--- src/rtl/alu_nibble_seq_pkg.sv ---
// Shared definitions for the nibble-serial ALU sequencer: opcodes and FSM states.
// Latency: n/a (definitions only).
// Backpressure: n/a (definitions only).
package alu_nibble_seq_pkg;

  // Opcodes carried on cmd_op / into the nibble slice. 3'd5..3'd7 are reserved.
  localparam logic [2:0] OP_ADD = 3'd0;
  localparam logic [2:0] OP_SUB = 3'd1;
  localparam logic [2:0] OP_AND = 3'd2;
  localparam logic [2:0] OP_OR  = 3'd3;
  localparam logic [2:0] OP_XOR = 3'd4;

  // Sequencer FSM states.
  typedef enum logic [1:0] {
    S_IDLE = 2'd0,
    S_EXEC = 2'd1,
    S_DONE = 2'd2
  } state_t;

endpackage

--- src/rtl/alu_nibble_slice.sv ---
// 4-bit ALU slice with carry/borrow chain input; purely combinational.
// Latency: 0 cycles. Backpressure: none (no state).
// Ports: a, b (nibbles), op (opcode), cin (carry/borrow in) -> r (nibble result), cout.
module alu_nibble_slice
  import alu_nibble_seq_pkg::*;
(
  input  logic [3:0] a,
  input  logic [3:0] b,
  input  logic [2:0] op,
  input  logic       cin,
  output logic [3:0] r,
  output logic       cout
);

  logic [4:0] sum;
  logic [4:0] diff;

  // Bit 4 of the 5-bit difference is the borrow: it is set whenever a < b + cin.
  assign sum  = {1'b0, a} + {1'b0, b} + {4'b0000, cin};
  assign diff = {1'b0, a} - {1'b0, b} - {4'b0000, cin};

  always_comb begin
    r    = 4'h0;
    cout = 1'b0;
    case (op)
      OP_ADD: begin
        r    = sum[3:0];
        cout = sum[4];
      end
      OP_SUB: begin
        r    = diff[3:0];
        cout = diff[4];
      end
      OP_AND: r = a & b;
      OP_OR:  r = a | b;
      OP_XOR: r = a ^ b;
      default: begin
        // Reserved opcodes produce zero with no carry.
        r    = 4'h0;
        cout = 1'b0;
      end
    endcase
  end

endmodule

--- src/rtl/alu_nibble_seq.sv ---
// Word-level ALU built from one 4-bit slice, run LS nibble first, one nibble per clock.
// Latency: NIBBLES+1 cycles from command acceptance to rsp_valid; one command in flight.
// Backpressure: cmd_ready only in IDLE; the response is held in DONE until rsp_ready.
// Ports: clk, rst (async, active-high); cmd_valid/cmd_ready/cmd_op/cmd_a/cmd_b in;
//        rsp_valid/rsp_ready/rsp_result/rsp_carry/rsp_zero out.
module alu_nibble_seq
  import alu_nibble_seq_pkg::*;
#(
  parameter int NIBBLES = 2
) (
  input  logic                   clk,
  input  logic                   rst,
  input  logic                   cmd_valid,
  output logic                   cmd_ready,
  input  logic [2:0]             cmd_op,
  input  logic [4*NIBBLES-1:0]   cmd_a,
  input  logic [4*NIBBLES-1:0]   cmd_b,
  output logic                   rsp_valid,
  input  logic                   rsp_ready,
  output logic [4*NIBBLES-1:0]   rsp_result,
  output logic                   rsp_carry,
  output logic                   rsp_zero
);

  localparam int W  = 4 * NIBBLES;
  localparam int IW = (NIBBLES > 1) ? $clog2(NIBBLES) : 1;

  state_t          state_q;
  state_t          state_d;
  logic [2:0]      op_q;
  logic [W-1:0]    a_q;
  logic [W-1:0]    b_q;
  logic [W-1:0]    result_q;
  logic            carry_q;
  logic [IW-1:0]   idx_q;

  logic [3:0]      a_nib;
  logic [3:0]      b_nib;
  logic [3:0]      r_nib;
  logic            cout;
  logic            last_nib;

  // {idx, 2'b00} is the bit offset of the current nibble.
  assign a_nib    = a_q[{idx_q, 2'b00} +: 4];
  assign b_nib    = b_q[{idx_q, 2'b00} +: 4];
  assign last_nib = (idx_q == IW'(NIBBLES - 1));

  // carry_q is cleared at acceptance, so nibble 0 always sees cin = 0.
  alu_nibble_slice u_slice (
    .a    (a_nib),
    .b    (b_nib),
    .op   (op_q),
    .cin  (carry_q),
    .r    (r_nib),
    .cout (cout)
  );

  // State register.
  always_ff @(posedge clk or posedge rst) begin
    if (rst) begin
      state_q <= S_IDLE;
    end else begin
      state_q <= state_d;
    end
  end

  // Next-state logic.
  always_comb begin
    state_d = state_q;
    case (state_q)
      S_IDLE:  if (cmd_valid) state_d = S_EXEC;
      S_EXEC:  if (last_nib)  state_d = S_DONE;
      S_DONE:  if (rsp_ready) state_d = S_IDLE;
      default: state_d = S_IDLE;
    endcase
  end

  // Output decode: only from state and registers, never from inputs.
  always_comb begin
    cmd_ready = (state_q == S_IDLE);
    rsp_valid = (state_q == S_DONE);
  end

  assign rsp_result = result_q;
  assign rsp_carry  = carry_q;
  assign rsp_zero   = (result_q == '0);

  // Operand latches, result/carry registers and nibble index.
  always_ff @(posedge clk or posedge rst) begin
    if (rst) begin
      op_q     <= OP_ADD;
      a_q      <= '0;
      b_q      <= '0;
      result_q <= '0;
      carry_q  <= 1'b0;
      idx_q    <= '0;
    end else begin
      case (state_q)
        S_IDLE: begin
          if (cmd_valid) begin
            op_q     <= cmd_op;
            a_q      <= cmd_a;
            b_q      <= cmd_b;
            result_q <= '0;
            carry_q  <= 1'b0;
            idx_q    <= '0;
          end
        end
        S_EXEC: begin
          result_q[{idx_q, 2'b00} +: 4] <= r_nib;
          carry_q                       <= cout;
          if (!last_nib) begin
            idx_q <= idx_q + IW'(1);
          end
        end
        default: begin
          // DONE: hold everything stable for the consumer.
        end
      endcase
    end
  end

endmodule
--- config.mk ---
export PLATFORM = sky130hd
export DESIGN_NAME = alu_nibble_seq
export DESIGN_NICKNAME = d
export VERILOG_FILES = /design/src/rtl/alu_nibble_seq_pkg.sv /design/src/rtl/alu_nibble_slice.sv /design/src/rtl/alu_nibble_seq.sv
export SDC_FILE = /design/constraint.sdc
export NUM_CORES = 1
export LEC_CHECK = 0
export ABC_AREA = 1
export BUFFER_PORTS_ARGS = -buffer_cell sky130_fd_sc_hd__buf_4
export CORE_UTILIZATION = 23
export CTS_BUF_LIST = sky130_fd_sc_hd__clkbuf_4
export DETAILED_ROUTE_END_ITERATION = 10
export PLACE_DENSITY_LB_ADDON = 0.12
export SYNTH_ARGS = -nofsm -noshare
export SYNTH_HDL_FRONTEND = slang
export SYNTH_SLANG_ARGS = --single-unit
export TNS_END_PERCENT = 50
--- constraint.sdc ---
create_clock -name clk -period 3.14 [get_ports clk]
set_clock_uncertainty 0.2 [all_clocks]
set_input_delay 0.942 -clock clk [delete_from_list [all_inputs] [get_ports clk]]
set_output_delay 0.942 -clock clk [all_outputs]
set_load 0.05 [all_outputs]
==> Word level (Yosys, flattened, before mapping) <==
Index checks and enable logic that the tools add are counted.
{ "totals": {"reg_bits": 31, "inputBits": 23} }
{ "classes": {"n_addsub": 6, "n_eq_ne": 9, "n_shift": 4, "n_mux": 13, "bitwise_logic": 3, "reduce_logical": 7} }
{ "ops": {"columns": ["cell", "count"], "rows": [
  ["4-bit case mux with 5 select lines", 1],
  ["8-bit case mux with 2 select lines", 1],
  ["8-bit by 4-bit variable part select with 4-bit output", 2],
  ["8-bit bitwise mux", 1],
  ["8-bit logical NOT", 1],
  ["8-bit 2-to-1 mux", 1],
  ["4-bit by 5-bit variable shift with 8-bit output (first input constant)", 1],
  ["4-bit by 5-bit variable part select with 8-bit output", 1],
  ["3-bit by 2-bit equality test with 1-bit output (second input constant)", 2],
  ["2-bit 2-to-1 mux", 3],
  ["1-bit case mux with 2 select lines", 3],
  ["2-bit case mux with 3 select lines", 1],
  ["4-bit by 4-bit adder with 5-bit output", 1],
  ["5-bit by 1-bit adder with 5-bit output", 1],
  ["3-bit negator with 5-bit output", 1],
  ["4-bit by 4-bit subtractor with 5-bit output", 1],
  ["5-bit by 1-bit subtractor with 5-bit output", 1],
  ["4-bit bitwise AND", 1],
  ["2-bit != test (second input constant)", 2],
  ["4-bit bitwise OR", 1],
  ["2-bit AND reduction", 2],
  ["4-bit bitwise XOR", 1],
  ["3-bit by 1-bit equality test with 1-bit output (second input constant)", 1],
  ["3-bit equality test (second input constant)", 1],
  ["other kinds (9)", 10]
]} }

==> Longest topological paths before layout <==
Gate-level depths: netlist of run 1.
{ "logic_depth": {"depth_word": 7, "ltp_mapped": 13} }

==> Cells and area by module <==
Synthesis of run 1 repeated with hierarchy kept, for this count alone.
{ "unflattened": {"hier_cells": 267, "area_unflattened_um2": 2011.9} }
{ "modules_own_cells": {"columns": ["module", "instances", "cells_per_inst", "area_each_um2"], "rows": [
  ["alu_nibble_seq", 1, 169, 1372.6],
  ["alu_nibble_slice", 1, 98, 639.4]
]} }

==> Worst setup path after synthesis of run 1 <==
No wires, ideal clock.
{ "synth_path": {"kind": "register -> register", "startpoint": "register idx_q", "endpoint": "register result_q[2], in the netlist rsp_result[2]", "setup_time_ns": 0.118, "arrival_time_ns": 2.417, "setup_slack_ns": 0.405, "path_stages_with_launch": 11, "period_less_slack_ns": 2.735, "cell_sequence": "dfrtp_1 > clkbuf_1 > o21ai_0 > inv_1 > fa_1 > fa_1 > or2_2 > nand3_1 > nand4_1 > nand2_1 > nand2_1"} }
{ "synth_via": {"elab_chain_len": 7} }
{ "synth_rtl": {"columns": ["item", "line", "text"], "rows": [
  ["from (decl)", "alu_nibble_seq.sv:35", "logic [IW-1:0] idx_q;"],
  ["from (signal assigned)", "alu_nibble_seq.sv:113", "idx_q <= idx_q + IW'(1);"],
  ["8-bit by 4-bit variable part select with 4-bit output (on tied branches)", "alu_nibble_seq.sv:44, alu_nibble_seq.sv:45", null],
  ["4-bit by 4-bit subtractor with 5-bit output / 4-bit by 4-bit adder with 5-bit output (equally long branches)", "alu_nibble_slice.sv:20, alu_nibble_slice.sv:19", null],
  ["5-bit by 1-bit subtractor with 5-bit output / 5-bit by 1-bit adder with 5-bit output (equally long branches)", "alu_nibble_slice.sv:20, alu_nibble_slice.sv:19", null],
  ["4-bit case mux with 5 select lines", "alu_nibble_slice.sv:25", "case (op)"],
  ["4-bit by 5-bit variable part select with 8-bit output", "alu_nibble_seq.sv:110", "result_q[{idx_q, 2'b00} +: 4] <= r_nib;"],
  ["8-bit bitwise mux *", "alu_nibble_seq.sv:110", null],
  ["8-bit case mux with 2 select lines *", "alu_nibble_seq.sv:98", "case (state_q)"],
  ["to (signal, indexed assignment)", "alu_nibble_seq.sv:110", null],
  ["to (decl)", "alu_nibble_seq.sv:33", "logic [W-1:0] result_q;"]
]} }
Mark *: on every way between the ends. The rest lies on a longest branch, timed or not.
A chain may end at the register's enable or synchronous reset.

==> Worst setup path in the final report of run 1 <==
{ "layout_path": {"startpoint": "register idx_q", "endpoint": "register result_q[6], in the netlist rsp_result[6]"} }
Same word-level chain as after synthesis.

==> results of run 1 <==
[registers in the layout, summed over array words and instances (netlist names)]
signal,flops
a_q,8
b_q,8
idx_q,1
op_q,3
rsp_carry,1
rsp_result,8
state_q,2
[worst max path at each step]
stage	end	slack [ns]	startpoint	cells after the start
4_1_cts	rsp_result[6]	0.33	idx_q	9
3_5_place_dp	rsp_result[6]	0.36	idx_q	9
3_3_place_gp	rsp_result[2]	0.48	idx_q	9
5_1_grt	rsp_result[2]	0.12	idx_q	9
6_report	rsp_result[6]	0.39	idx_q	9
2_1_floorplan	rsp_result[2]	0.41	idx_q	10
[through the flow]
stage,utilization (%),setup slack [ns],instances
finish,29.3,0.393,384
global route,29.3,0.124,384
CTS,29.3,0.331,384
detailed placement,28.6,0.357,376
global placement,28.6,0.477,376
floorplan,-,0.405,244
[layout by cell type (no fill, tap or decap)]
cell | netlist | final
and2_1 | 1 | 1
nand2_2 | 1 | 1
dfrtp_1 | 31 | 31
buf_4 | 1 | 36
nor3_1 | 2 | 2
nor2_2 | 2 | 2
o21ai_1 | 2 | 2
clkinvlp_4 | 0 | 1
or2_2 | 4 | 4
nor3_2 | 1 | 1
o22ai_1 | 1 | 1
clkinv_2 | 0 | 1
nor2_1 | 10 | 10
nand2_1 | 81 | 81
clkbuf_4 | 0 | 6
nand4_1 | 1 | 1
o2bb2ai_1 | 1 | 1
nor4_1 | 2 | 2
o21bai_1 | 1 | 1
o31ai_1 | 1 | 1
o21ai_2 | 1 | 1
fa_1 | 4 | 4
inv_1 | 38 | 38
inv_2 | 1 | 1
ha_1 | 12 | 12
a31oi_1 | 1 | 1
o21ai_0 | 22 | 22
nand3_1 | 13 | 13
a21oi_1 | 4 | 4
[cell families (layout without fill, tap and decap cells)]
| logic type | Yosys count | in the layout |
|---|---|---|
| adders and majority gates | 16 | 16 |
| and+or+nand+nor | 118 | 118 |
| DFF | 31 | 31 |
| buffers and inverters | 45 | 83 |
| AOI/OAI and AO/OA | 34 | 34 |
[metal layers]
layer	track usage (%)	routed length, um	up-vias
li1	-	-	828
met1	15.4	2260	743
met2	19.7	2170	25
met3	2.65	130	5
met4	4.43	69	0
met5	0	0	-
[critical path, stage by stage (launching register included)]
cell	delay, ns
dfrtp_1	0.53
o21ai_0	0.33
inv_1	0.15
fa_1	0.43
fa_1	0.40
or2_2	0.30
nand3_1	0.08
nand4_1	0.11
nand2_1	0.08
nand2_1	0.04
[area by class of cell]
| cell class | count | share of cell area [%] |
|---|---|---|
| multi-input combinational | 168 | 39.8 |
| inverter | 39 | 6.40 |
| tap | 102 | 5.58 |
| timing repair buffer | 36 | 11.8 |
| sequential | 31 | 33.9 |
| clock inverter | 2 | 0.547 |
| clock buffer | 6 | 1.97 |
==> flow_summary.html, run 1 <==
<table>
<tr><th>Metric</th><th>Value</th></tr>
<tr><th colspan="2">Flow run</th></tr>
<tr><td>Count of max-cap constraint violations</td><td>0</td></tr>
<tr><th colspan="2">STA</th></tr>
<tr><td>Peak Freq</td><td>between 300 and 400 MHz</td></tr>
<tr><td>Slew headroom</td><td>just under 70%</td></tr>
<tr><td>RSZ-0062 raised after global routing</td><td>false</td></tr>
<tr><td>Finish-stage setup viols</td><td>0</td></tr>
<tr><td>Period Utilization, post-route</td><td>between 80% and 90%</td></tr>
<tr><td>Fin. Hold Viols</td><td>0</td></tr>
<tr><td>Min cycle time layout</td><td>about 2.7 ns</td></tr>
<tr><td>Measured slew at the worst slew-check pin</td><td>0.477 ns</td></tr>
<tr><td>Worst hold margin</td><td>~0.29 ns</td></tr>
<tr><td>Max-slew violation total from the final report</td><td>0</td></tr>
<tr><td>Sum of negative setup slack</td><td>0 ns</td></tr>
<tr><th colspan="2">Route</th></tr>
<tr><td>DRC violations left</td><td>0</td></tr>
<tr><td>Routed Wire Length</td><td>roughly 4600 um</td></tr>
<tr><td>Vias per inst</td><td>4.17</td></tr>
<tr><td>Detail Route Antenna Nets</td><td>0</td></tr>
<tr><td>First-pass iteration count of the detailed router</td><td>4</td></tr>
<tr><td>Routed wirelength normalized by instance count</td><td>12.0 um</td></tr>
<tr><td>Initial DRC count</td><td>61</td></tr>
<tr><td>Overall via count from detail_route</td><td>1,601</td></tr>
<tr><th colspan="2">Worst hold path</th></tr>
<tr><td>Cells on Worst Hold Path</td><td>2</td></tr>
<tr><td>Worst Hold End</td><td>b_q[7]</td></tr>
<tr><td>Min-delay worst type</td><td>flop to flop</td></tr>
<tr><td>HP Start</td><td>b_q[7]</td></tr>
<tr><th colspan="2">Status</th></tr>
<tr><td>Status</td><td>finished, final reports clean</td></tr>
<tr><th colspan="2">Worst setup path</th></tr>
<tr><td>Launch point of the worst reg-to-reg path</td><td>idx_q</td></tr>
<tr><td>Register-to-Register Setup Slack</td><td>just under 0.4 ns</td></tr>
<tr><td>Setup Crit Path Kind</td><td>flop to flop</td></tr>
<tr><td>Startpoint class of the critical path</td><td>flop</td></tr>
<tr><td>Worst endpoint required time</td><td>3.19 ns</td></tr>
<tr><td>Arr. time, crit path</td><td>approximately 2.8 ns</td></tr>
<tr><td>Reg-to-reg critical path endpoint</td><td>rsp_result[6]</td></tr>
<tr><td>Worst reg2reg path depth</td><td>9</td></tr>
<tr><td>Largest fanout on the critical path</td><td>14</td></tr>
<tr><td>Setup crit end kind</td><td>flop</td></tr>
<tr><th colspan="2">Die</th></tr>
<tr><td>Area of the placeable core</td><td>around 7800 um2</td></tr>
<tr><td>Initial standard-cell utilization of the core</td><td>a little under a quarter</td></tr>
<tr><td>Die span in y</td><td>92.2 um</td></tr>
<tr><td>Horiz. Die Dim</td><td>92.2 um</td></tr>
<tr><td>Site Rows</td><td>32</td></tr>
<tr><td>Die ar.</td><td>between 8000 and 9000 um2</td></tr>
<tr><td>I/O Pins</td><td>35</td></tr>
<tr><th colspan="2">GRT</th></tr>
<tr><td>Pin count of the biggest net entering global routing</td><td>32</td></tr>
<tr><td>Total routing usage reported by global routing</td><td>roughly an eighth</td></tr>
<tr><td>Global-route wire length before repair</td><td>7910 um</td></tr>
<tr><td>Antenna violations before repair</td><td>0</td></tr>
<tr><td>Vias in the first global route</td><td>1,669</td></tr>
<tr><td>Remaining global-route overflow</td><td>0</td></tr>
<tr><th colspan="2">Clock network</th></tr>
<tr><td>CTS H-tree depth</td><td>2</td></tr>
<tr><td>Number of gates given a new drive strength after cts</td><td>0</td></tr>
<tr><td>CTS tree</td><td>done</td></tr>
<tr><td>Post-CTS clock slew at the launch and capture registers of the worst setup and hold paths</td><td>0.11 ns</td></tr>
<tr><td>CTS hold repair buffers</td><td>0</td></tr>
<tr><td>Post-CTS setup buffer count</td><td>0</td></tr>
<tr><td>Clock tree root driver cell</td><td>clkbuf_4</td></tr>
<tr><td>Total clock buffers created by CTS</td><td>5</td></tr>
<tr><td>Later-pin clock latency in the skew report</td><td>0.34 ns</td></tr>
<tr><td>Count of clock tree sinks</td><td>31</td></tr>
<tr><td>Bufs on Longest Clock Path</td><td>2</td></tr>
<tr><th colspan="2">Placement</th></tr>
<tr><td>Count of buffers from port buffering</td><td>34</td></tr>
<tr><td>Post-detail-place hpwl</td><td>3490 um</td></tr>
<tr><td>Routability congestion estimate from global placement</td><td>~0.77</td></tr>
<tr><td>Cell Area, Placed</td><td>between 2000 and 2500 um2</td></tr>
<tr><th colspan="2">Synthesis</th></tr>
<tr><td>Average size of a mapped cell</td><td>approximately 7.7 um2</td></tr>
<tr><td>Top_reg_cell synth</td><td>dfrtp_1</td></tr>
<tr><td>Simple-gate share of the synthesized area</td><td>approximately a quarter</td></tr>
<tr><td>Post-synthesis register bit count</td><td>31</td></tr>
<tr><td>Dominant combinational cell family by area after synthesis</td><td>simple AND/OR/NAND/NOR gates</td></tr>
<tr><td>Leading cell type by number of instances after synthesis</td><td>nand2_1</td></tr>
<tr><td>Post-synth design cell area</td><td>about 1900 um2</td></tr>
<tr><td>FFs w/ async S/R, synth</td><td>100%</td></tr>
<tr><td>Ranking of synthesized cells by instance count</td><td>nand2_1 (81), inv_1 (38), dfrtp_1 (31)</td></tr>
<tr><td>Portion of the post-synthesis area used by sequential elements</td><td>between 40% and 50%</td></tr>
<tr><td>Gate count of the mapped netlist</td><td>about 240</td></tr>
<tr><td>Distinct cells, synth</td><td>30</td></tr>
<tr><td>Yosys top cell area share</td><td>roughly 41%</td></tr>
<tr><td>Portion of netlist area occupied by mux cells</td><td>0%</td></tr>
<tr><td>Area fraction in compound gates after synthesis</td><td>between 9 and 10%</td></tr>
<tr><td>Main area contributors after synthesis</td><td>dfrtp_1 (41%), nand2_1 (16%), ha_1 (8.0%)</td></tr>
<tr><td>Number of enable-type register cells in the synthesized netlist</td><td>0</td></tr>
<tr><td>Net count of the mapped netlist</td><td>about 280</td></tr>
<tr><td>Post-Synth XOR/XNOR Area</td><td>0%</td></tr>
<tr><td>Post-synthesis share of cell area spent on full adders, half adders and majority gates</td><td>around an eighth</td></tr>
<tr><td>Synth warn</td><td>0</td></tr>
<tr><td>Post-synth top area cell</td><td>dfrtp_1</td></tr>
<tr><th colspan="2">Cells and area</th></tr>
<tr><td>Diode count</td><td>0</td></tr>
<tr><td>Final-layout fill cell count</td><td>875</td></tr>
<tr><td>Post-route cell area</td><td>2290 um2</td></tr>
<tr><td>Area added between synthesis and finish</td><td>22.3%</td></tr>
<tr><td>Post-layout net count</td><td>320</td></tr>
<tr><td>Share of cells above drive strength 1</td><td>between 10% and 20%</td></tr>
<tr><td>Flip-flop and latch area</td><td>between 700 and 800 um2</td></tr>
<tr><td>Total area of multi-input combinational cells</td><td>between 900 and 1000 um2</td></tr>
</table>
Power of run 1 is not shown: default switching activity piles up to over one toggle a cycle in this logic, so the estimate is an artifact.
==> inputs of run 2 (changes only) <==
--- a/config.mk
+++ b/config.mk
@@ -11,6 +11,7 @@
 export CTS_BUF_LIST = sky130_fd_sc_hd__clkbuf_4
 export DETAILED_ROUTE_END_ITERATION = 10
 export PLACE_DENSITY_LB_ADDON = 0.12
+export SETUP_SLACK_MARGIN = 0.4
 export SYNTH_ARGS = -nofsm -noshare
 export SYNTH_HDL_FRONTEND = slang
 export SYNTH_SLANG_ARGS = --single-unit
==> run 2 against run 1 <==
  * Cell area up 2.0%
  * Register-to-register slack better by 0.24 ns
  * Fmax up 7.9%
  * Worst hold slack better by 0.00065 ns
  * Critical path depth down 6
  * Utilization up 0.59 points
  * Sequential cell count unchanged
  * Sequential share of layout area down 0.62 points
  * Worst setup slack better by 0.20 ns
  * Routed wire length up 1.5%
  * Critical endpoint is now rsp_zero
  * Highest routed layer unchanged
==> flow_summary.html, run 2 (same netlist as run 1, synthesis figures left out) <==
<table>
<tr><th>Metric</th><th>Value</th></tr>
<tr><th colspan="2">STA</th></tr>
<tr><td>Worst hold margin</td><td>0.286 ns (+0.000648 ns)</td></tr>
<tr><td>Sum of negative setup slack</td><td>0 ns (unchanged)</td></tr>
<tr><td>Period Utilization, post-route</td><td>81.1% (-6.4 points)</td></tr>
<tr><td>Fin. Hold Viols</td><td>0 (unchanged)</td></tr>
<tr><td>Max-slew violation total from the final report</td><td>0 (unchanged)</td></tr>
<tr><td>RSZ-0062 raised after global routing</td><td>false</td></tr>
<tr><td>Measured slew at the worst slew-check pin</td><td>0.474 ns (-0.00240 ns)</td></tr>
<tr><td>Slew headroom</td><td>68.1% (+0.16 points)</td></tr>
<tr><td>Final critical-path setup slack</td><td>0.593 ns (+0.200 ns)</td></tr>
<tr><td>Peak Freq</td><td>393 MHz (+7.9%)</td></tr>
<tr><td>Min cycle time layout</td><td>2.55 ns (-0.200 ns)</td></tr>
<tr><td>Finish-stage setup viols</td><td>0 (unchanged)</td></tr>
<tr><th colspan="2">Cells and area</th></tr>
<tr><td>Final-layout fill cell count</td><td>869 (-0.69%)</td></tr>
<tr><td>Total area of multi-input combinational cells</td><td>921 um2 (+1.1%)</td></tr>
<tr><td>Area added between synthesis and finish</td><td>24.8%</td></tr>
<tr><td>Top library cells by usage in the layout, fill and taps aside</td><td>nand2_1 (81), buf_4 (40), inv_1 (38)</td></tr>
<tr><td>Share of cells above drive strength 1</td><td>22.0% (+2.8 points)</td></tr>
<tr><td>Diode count</td><td>0 (unchanged)</td></tr>
<tr><td>Most common cell after layout, fill and taps aside</td><td>nand2_1</td></tr>
<tr><td>Final core area utilization</td><td>29.9% (+0.59 points)</td></tr>
<tr><td>Flip-flop and latch area</td><td>777 um2 (+0.16%)</td></tr>
<tr><td>Post-layout net count</td><td>325 (+1.6%)</td></tr>
<tr><th colspan="2">Route</th></tr>
<tr><td>DRC violations left</td><td>0 (unchanged)</td></tr>
<tr><td>Vias per inst</td><td>4.20 (+0.75%)</td></tr>
<tr><td>First-pass iteration count of the detailed router</td><td>4 (unchanged)</td></tr>
<tr><td>Overall via count from detail_route</td><td>1,634 (+2.1%)</td></tr>
<tr><td>Routed Wire Length</td><td>4690 um (+1.5%)</td></tr>
<tr><td>Detail Route Antenna Nets</td><td>0 (unchanged)</td></tr>
<tr><td>Initial DRC count</td><td>55 (-9.8%)</td></tr>
<tr><td>Routed wirelength normalized by instance count</td><td>12.1 um (+0.19%)</td></tr>
<tr><th colspan="2">GRT</th></tr>
<tr><td>Pin count of the biggest net entering global routing</td><td>32 (unchanged)</td></tr>
<tr><td>Total routing usage reported by global routing</td><td>12.0% (unchanged)</td></tr>
<tr><td>Global-route wire length before repair</td><td>7910 um (unchanged)</td></tr>
<tr><td>Vias in the first global route</td><td>1,669 (unchanged)</td></tr>
<tr><td>Antenna violations before repair</td><td>0 (unchanged)</td></tr>
<tr><td>Remaining global-route overflow</td><td>0 (unchanged)</td></tr>
<tr><th colspan="2">Clock network</th></tr>
<tr><td>CTS hold repair buffers</td><td>0 (unchanged)</td></tr>
<tr><td>Total clock buffers created by CTS</td><td>5 (unchanged)</td></tr>
<tr><td>Count of clock tree sinks</td><td>31 (unchanged)</td></tr>
<tr><td>Post-CTS clock slew at the launch and capture registers of the worst setup and hold paths</td><td>0.11 ns (about the same)</td></tr>
<tr><td>Bufs on Longest Clock Path</td><td>2 (unchanged)</td></tr>
<tr><td>Clock tree root driver cell</td><td>clkbuf_4</td></tr>
<tr><td>CTS H-tree depth</td><td>2 (unchanged)</td></tr>
<tr><td>Later-pin clock latency in the skew report</td><td>0.34 ns (about the same)</td></tr>
<tr><td>CTS tree</td><td>done</td></tr>
<tr><th colspan="2">Worst setup path</th></tr>
<tr><td>Startpoint class of the critical path</td><td>flop</td></tr>
<tr><td>Arr. time, crit path</td><td>1.41 ns (-1.38 ns)</td></tr>
<tr><td>Worst endpoint required time</td><td>2.00 ns (-1.19 ns)</td></tr>
<tr><td>Setup crit end kind</td><td>output port</td></tr>
<tr><td>Worst reg2reg path depth</td><td>10 (+1)</td></tr>
<tr><td>Launch point of the worst path</td><td>rsp_result[5]</td></tr>
<tr><td>Largest fanout on the critical path</td><td>3 (-11)</td></tr>
<tr><td>Launch point of the worst reg-to-reg path</td><td>idx_q</td></tr>
<tr><td>Setup Crit Path Kind</td><td>flop to output port</td></tr>
<tr><td>Register-to-Register Setup Slack</td><td>0.63 ns (+0.24 ns)</td></tr>
<tr><th colspan="2">Die</th></tr>
<tr><td>Site Rows</td><td>32 (unchanged)</td></tr>
<tr><td>Area of the placeable core</td><td>7810 um2 (unchanged)</td></tr>
<tr><td>Horiz. Die Dim</td><td>92.2 um (unchanged)</td></tr>
<tr><td>Initial standard-cell utilization of the core</td><td>24.0% (unchanged)</td></tr>
<tr><td>Die ar.</td><td>8500 um2 (unchanged)</td></tr>
<tr><td>I/O Pins</td><td>35 (unchanged)</td></tr>
<tr><td>Die span in y</td><td>92.2 um (unchanged)</td></tr>
<tr><th colspan="2">Placement</th></tr>
<tr><td>Count of buffers from port buffering</td><td>34 (unchanged)</td></tr>
<tr><td>Worst setup slack before clock tree synthesis</td><td>0.357 ns (unchanged)</td></tr>
<tr><td>Post-detail-place hpwl</td><td>3490 um (unchanged)</td></tr>
<tr><td>Routability congestion estimate from global placement</td><td>0.769 (unchanged)</td></tr>
<tr><th colspan="2">Worst hold path</th></tr>
<tr><td>Cells on Worst Hold Path</td><td>2 (unchanged)</td></tr>
<tr><td>HP Start</td><td>b_q[7]</td></tr>
<tr><td>Min-delay worst type</td><td>flop to flop</td></tr>
<tr><th colspan="2">Flow run</th></tr>
<tr><td>Count of max-cap constraint violations</td><td>0 (unchanged)</td></tr>
<tr><th colspan="2">Status</th></tr>
<tr><td>Status</td><td>finished, final reports clean</td></tr>
</table>
run 2: repair_timing:
item | 4_1_cts | 5_1_grt
gates resized for setup | 1 | 6
setup endpoints to repair | 2 | 6
setup buffers | 0 | 5
run 2: critical path, cell delays in order (launching register included):
cell	delay, ns
dfrtp_1	0.42
nor4_1	0.28
and2_1	0.16
buf_4	0.19
run 2: routing by layer:
metal	vias to the layer above	share of wire [%]	global-route usage [%]
met2	23	48	19.7
met5	-	0	0
met4	0	1.5	4.43
met3	5	2.8	2.65
li1	839	-	-
met1	767	48	15.4
run 2: worst paths after layout:
kind / to
setup / recovery: rsp_zero
hold / removal: b_q[7]
min in group asynchronous: b_q[3]
hold reg to reg: b_q[7]
max in group asynchronous: op_q[2]
setup reg to reg: rsp_result[6]
run 2: stage by stage:
step,cell area (um2),std cells
2_1_floorplan,1870,244
3_3_place_gp,2230,376
3_5_place_dp,2230,376
4_1_cts,2290,384
5_1_grt,2330,389
6_report,2330,389
run 2: layout make-up:
class	count	share of cell area [%]
multi-input combinational	168	39.4
sequential	31	33.3
timing repair buffer	41	13.1
inverter	39	6.27
tap	102	5.47
clock buffer	6	1.93
clock inverter	2	0.536
Power of run 2 is left out for the same reason.
==> inputs of run 3 (changes only) <==
==> constraint.sdc (replaced) <==
create_clock -name clk -period 2.3 [get_ports clk]
set_clock_uncertainty 0.2 [all_clocks]
set_input_delay 0.69 -clock clk [delete_from_list [all_inputs] [get_ports clk]]
set_output_delay 0.69 -clock clk [all_outputs]
set_load 0.05 [all_outputs]
==> run 3 against run 2 <==
  * The flow now finishes with violations (setup timing)
  * Worst setup slack got worse by 0.63 ns
  * Utilization increased by 3.5 points
  * Count of clock-buffer cells in the layout decreased by 1
  * Non-clock buffer count increased by 14
  * Routed wire length decreased by 1.4%
  * Final cell count increased by 3.6%
  * Worst hold slack got worse by 0.069 ns
  * Global-route usage increased by 0.12 points
  * Die area unchanged
  * Via count increased by 0.49%
==> flow_summary.html, run 3 (same netlist as run 1, synthesis figures left out) <==
<table>
<tr><th>Metric</th><th>Value</th></tr>
<tr><th colspan="2">Status</th></tr>
<tr><td>Status</td><td>finished with violations</td></tr>
<tr><td>Violated checks</td><td>setup timing</td></tr>
<tr><th colspan="2">Clock network</th></tr>
<tr><td>Bufs on Longest Clock Path</td><td>2 (unchanged)</td></tr>
<tr><td>CTS H-tree depth</td><td>2 (unchanged)</td></tr>
<tr><td>Total clock buffers created by CTS</td><td>5 (unchanged)</td></tr>
<tr><td>Later-pin clock latency in the skew report</td><td>0.34 ns (about the same)</td></tr>
<tr><td>Post-CTS clock slew at the launch and capture registers of the worst setup and hold paths</td><td>0.12 ns (about the same)</td></tr>
<tr><td>CTS tree</td><td>done</td></tr>
<tr><td>Clock tree root driver cell</td><td>clkbuf_4</td></tr>
<tr><td>Count of clock tree sinks</td><td>31 (unchanged)</td></tr>
<tr><th colspan="2">Worst setup path</th></tr>
<tr><td>Crit-path slowest cell</td><td>dfrtp_2</td></tr>
<tr><td>Top delay family on crit path</td><td>adder cells</td></tr>
<tr><td>Register-to-Register Setup Slack</td><td>-0.03 ns (-0.66 ns)</td></tr>
<tr><td>Worst reg2reg path depth</td><td>9 (-1)</td></tr>
<tr><td>Count of buffer and inverter cells on the critical path</td><td>1 (unchanged)</td></tr>
<tr><td>Largest fanout on the critical path</td><td>8 (+5)</td></tr>
<tr><td>Arr. time, crit path</td><td>2.38 ns (+0.97 ns)</td></tr>
<tr><td>Startpoint class of the critical path</td><td>flop</td></tr>
<tr><td>Launch point of the worst reg-to-reg path</td><td>idx_q</td></tr>
<tr><td>Critical path's largest stage delay</td><td>0.49 ns (+0.07 ns)</td></tr>
<tr><td>Worst-path cell chain</td><td>o21ai_4 &gt; inv_2 &gt; fa_2 &gt; fa_2 &gt; or2_4 &gt; nand3_2 &gt; nand4_1 &gt; nand2_1 &gt; nand2_1</td></tr>
<tr><td>Worst endpoint required time</td><td>2.35 ns (+0.35 ns)</td></tr>
<tr><td>Reg-to-reg critical path endpoint</td><td>rsp_result[2]</td></tr>
<tr><td>Setup Crit Path Kind</td><td>flop to flop</td></tr>
<tr><td>Setup crit end kind</td><td>flop</td></tr>
<tr><th colspan="2">Cells and area</th></tr>
<tr><td>Area added between synthesis and finish</td><td>39.5%</td></tr>
<tr><td>Final core area utilization</td><td>33.4% (+3.5 points)</td></tr>
<tr><td>Diode count</td><td>0 (unchanged)</td></tr>
<tr><td>Post-layout net count</td><td>339 (+4.3%)</td></tr>
<tr><td>Share of cells above drive strength 1</td><td>34.2% (+12 points)</td></tr>
<tr><td>Most common cell after layout, fill and taps aside</td><td>nand2_1</td></tr>
<tr><td>Top library cells by usage in the layout, fill and taps aside</td><td>nand2_1 (80), buf_4 (48), inv_1 (34)</td></tr>
<tr><th colspan="2">STA</th></tr>
<tr><td>Final critical-path setup slack</td><td>-0.0326 ns (-0.626 ns)</td></tr>
<tr><td>Worst hold margin</td><td>0.217 ns (-0.0692 ns)</td></tr>
<tr><td>Peak Freq</td><td>~430 MHz</td></tr>
<tr><td>Fin. Hold Viols</td><td>0 (unchanged)</td></tr>
<tr><td>RSZ-0062 raised after global routing</td><td>true</td></tr>
<tr><td>Finish-stage setup viols</td><td>4 (+4)</td></tr>
<tr><td>Max-slew violation total from the final report</td><td>0 (unchanged)</td></tr>
<tr><td>Slew headroom</td><td>61.2% (-6.9 points)</td></tr>
<tr><td>Min cycle time layout</td><td>roughly 2.3 ns</td></tr>
<tr><td>Period Utilization, post-route</td><td>101%</td></tr>
<tr><td>Measured slew at the worst slew-check pin</td><td>0.577 ns (+0.103 ns)</td></tr>
<tr><th colspan="2">GRT</th></tr>
<tr><td>Global-route wire length before repair</td><td>8000 um (+1.2%)</td></tr>
<tr><td>Vias in the first global route</td><td>1,647 (-1.3%)</td></tr>
<tr><td>Total routing usage reported by global routing</td><td>12.1% (+0.12 points)</td></tr>
<tr><td>Pin count of the biggest net entering global routing</td><td>32 (unchanged)</td></tr>
<tr><td>Antenna violations before repair</td><td>0 (unchanged)</td></tr>
<tr><td>Remaining global-route overflow</td><td>0 (unchanged)</td></tr>
<tr><th colspan="2">Flow run</th></tr>
<tr><td>Count of max-cap constraint violations</td><td>0 (unchanged)</td></tr>
<tr><th colspan="2">Route</th></tr>
<tr><td>First-pass iteration count of the detailed router</td><td>4 (unchanged)</td></tr>
<tr><td>Detail Route Antenna Nets</td><td>0 (unchanged)</td></tr>
<tr><td>DRC violations left</td><td>0 (unchanged)</td></tr>
<tr><td>Overall via count from detail_route</td><td>1,642 (+0.49%)</td></tr>
<tr><td>Vias per inst</td><td>4.07 (-3.0%)</td></tr>
<tr><td>Initial DRC count</td><td>48 (-13%)</td></tr>
<tr><td>Routed wirelength normalized by instance count</td><td>11.5 um (-4.9%)</td></tr>
<tr><td>Routed Wire Length</td><td>4620 um (-1.4%)</td></tr>
<tr><th colspan="2">Placement</th></tr>
<tr><td>Count of buffers from port buffering</td><td>34 (unchanged)</td></tr>
<tr><td>Post-detail-place hpwl</td><td>3560 um (+1.8%)</td></tr>
<tr><td>Routability congestion estimate from global placement</td><td>0.810 (+5.3%)</td></tr>
<tr><th colspan="2">Worst hold path</th></tr>
<tr><td>Min-delay worst type</td><td>primary input to asynchronous set/reset pin</td></tr>
<tr><th colspan="2">Die</th></tr>
<tr><td>Area of the placeable core</td><td>7810 um2 (unchanged)</td></tr>
<tr><td>Horiz. Die Dim</td><td>92.2 um (unchanged)</td></tr>
<tr><td>Die span in y</td><td>92.2 um (unchanged)</td></tr>
<tr><td>I/O Pins</td><td>35 (unchanged)</td></tr>
<tr><td>Initial standard-cell utilization of the core</td><td>24.0% (unchanged)</td></tr>
<tr><td>Die ar.</td><td>8500 um2 (unchanged)</td></tr>
<tr><td>Site Rows</td><td>32 (unchanged)</td></tr>
</table>
[run 3: cell count changes in the layout (fill, tap and decap cells not counted), sizes merged]
| cell | change |
|---|---|
| clkinv | +1 |
| buf | +14 |
| clkinvlp | -1 |
| bufinv | +1 |
| clkbuf | -1 |
[run 3: cell type report]
| cell class | count | area, um2 |
|---|---|---|
| Clock buffer | 5 | 37.5 |
| Sequential cell | 31 | 779 |
| Inverter | 39 | 149 |
| Timing Repair Buffer | 55 | 447 |
| Multi-Input combinational cell | 168 | 1030 |
| Clock inverter | 3 | 38.8 |
| Tap cell | 102 | 128 |
| Fill cell | 861 | 5200 |
[run 3: how the worst max path moves through the flow]
stage	startpoint	endpoint	cells after the start
3_3_place_gp	idx_q	rsp_result[2]	10
3_5_place_dp	idx_q	rsp_result[2]	10
2_1_floorplan	idx_q	rsp_result[2]	10
5_1_grt	idx_q	rsp_result[2]	9
4_1_cts	idx_q	rsp_result[2]	9
6_report	idx_q	rsp_result[2]	9
[run 3: per-stage QoR]
step / worst slack, ns / TNS, ns / area [um2] / cells
2_1_floorplan: -0.00860 / -0.0172 / 1910 / 244
3_3_place_gp: -0.178 / -0.957 / 2370 / 391
3_5_place_dp: -0.212 / -1.19 / 2370 / 391
4_1_cts: -0.0590 / -0.174 / 2540 / 399
5_1_grt: -0.148 / -0.845 / 2610 / 403
6_report: -0.0326 / -0.0919 / 2610 / 403
[run 3: tightest hold or removal path: stages]
cell and delay (ns):
buf_4 0.10, inv_1 0.04, buf_4 0.35
[run 3: layer usage]
metal | global-route usage, % | up-vias | part of all wire, %
met5 | 0 | - | 0
met4 | 4.30 | 0 | 0.89
met3 | 2.65 | 2 | 3.0
met2 | 19.8 | 22 | 47
met1 | 15.7 | 746 | 49
li1 | - | 872 | -
[run 3: what timing repair did]
item	CTS	global route
setup buffers	0	4
hold buffers	0	0
endpoints found under the setup margin	13	27
pin swaps	14	5
resized for setup	28	12
Power of run 3 is left out for the same reason.
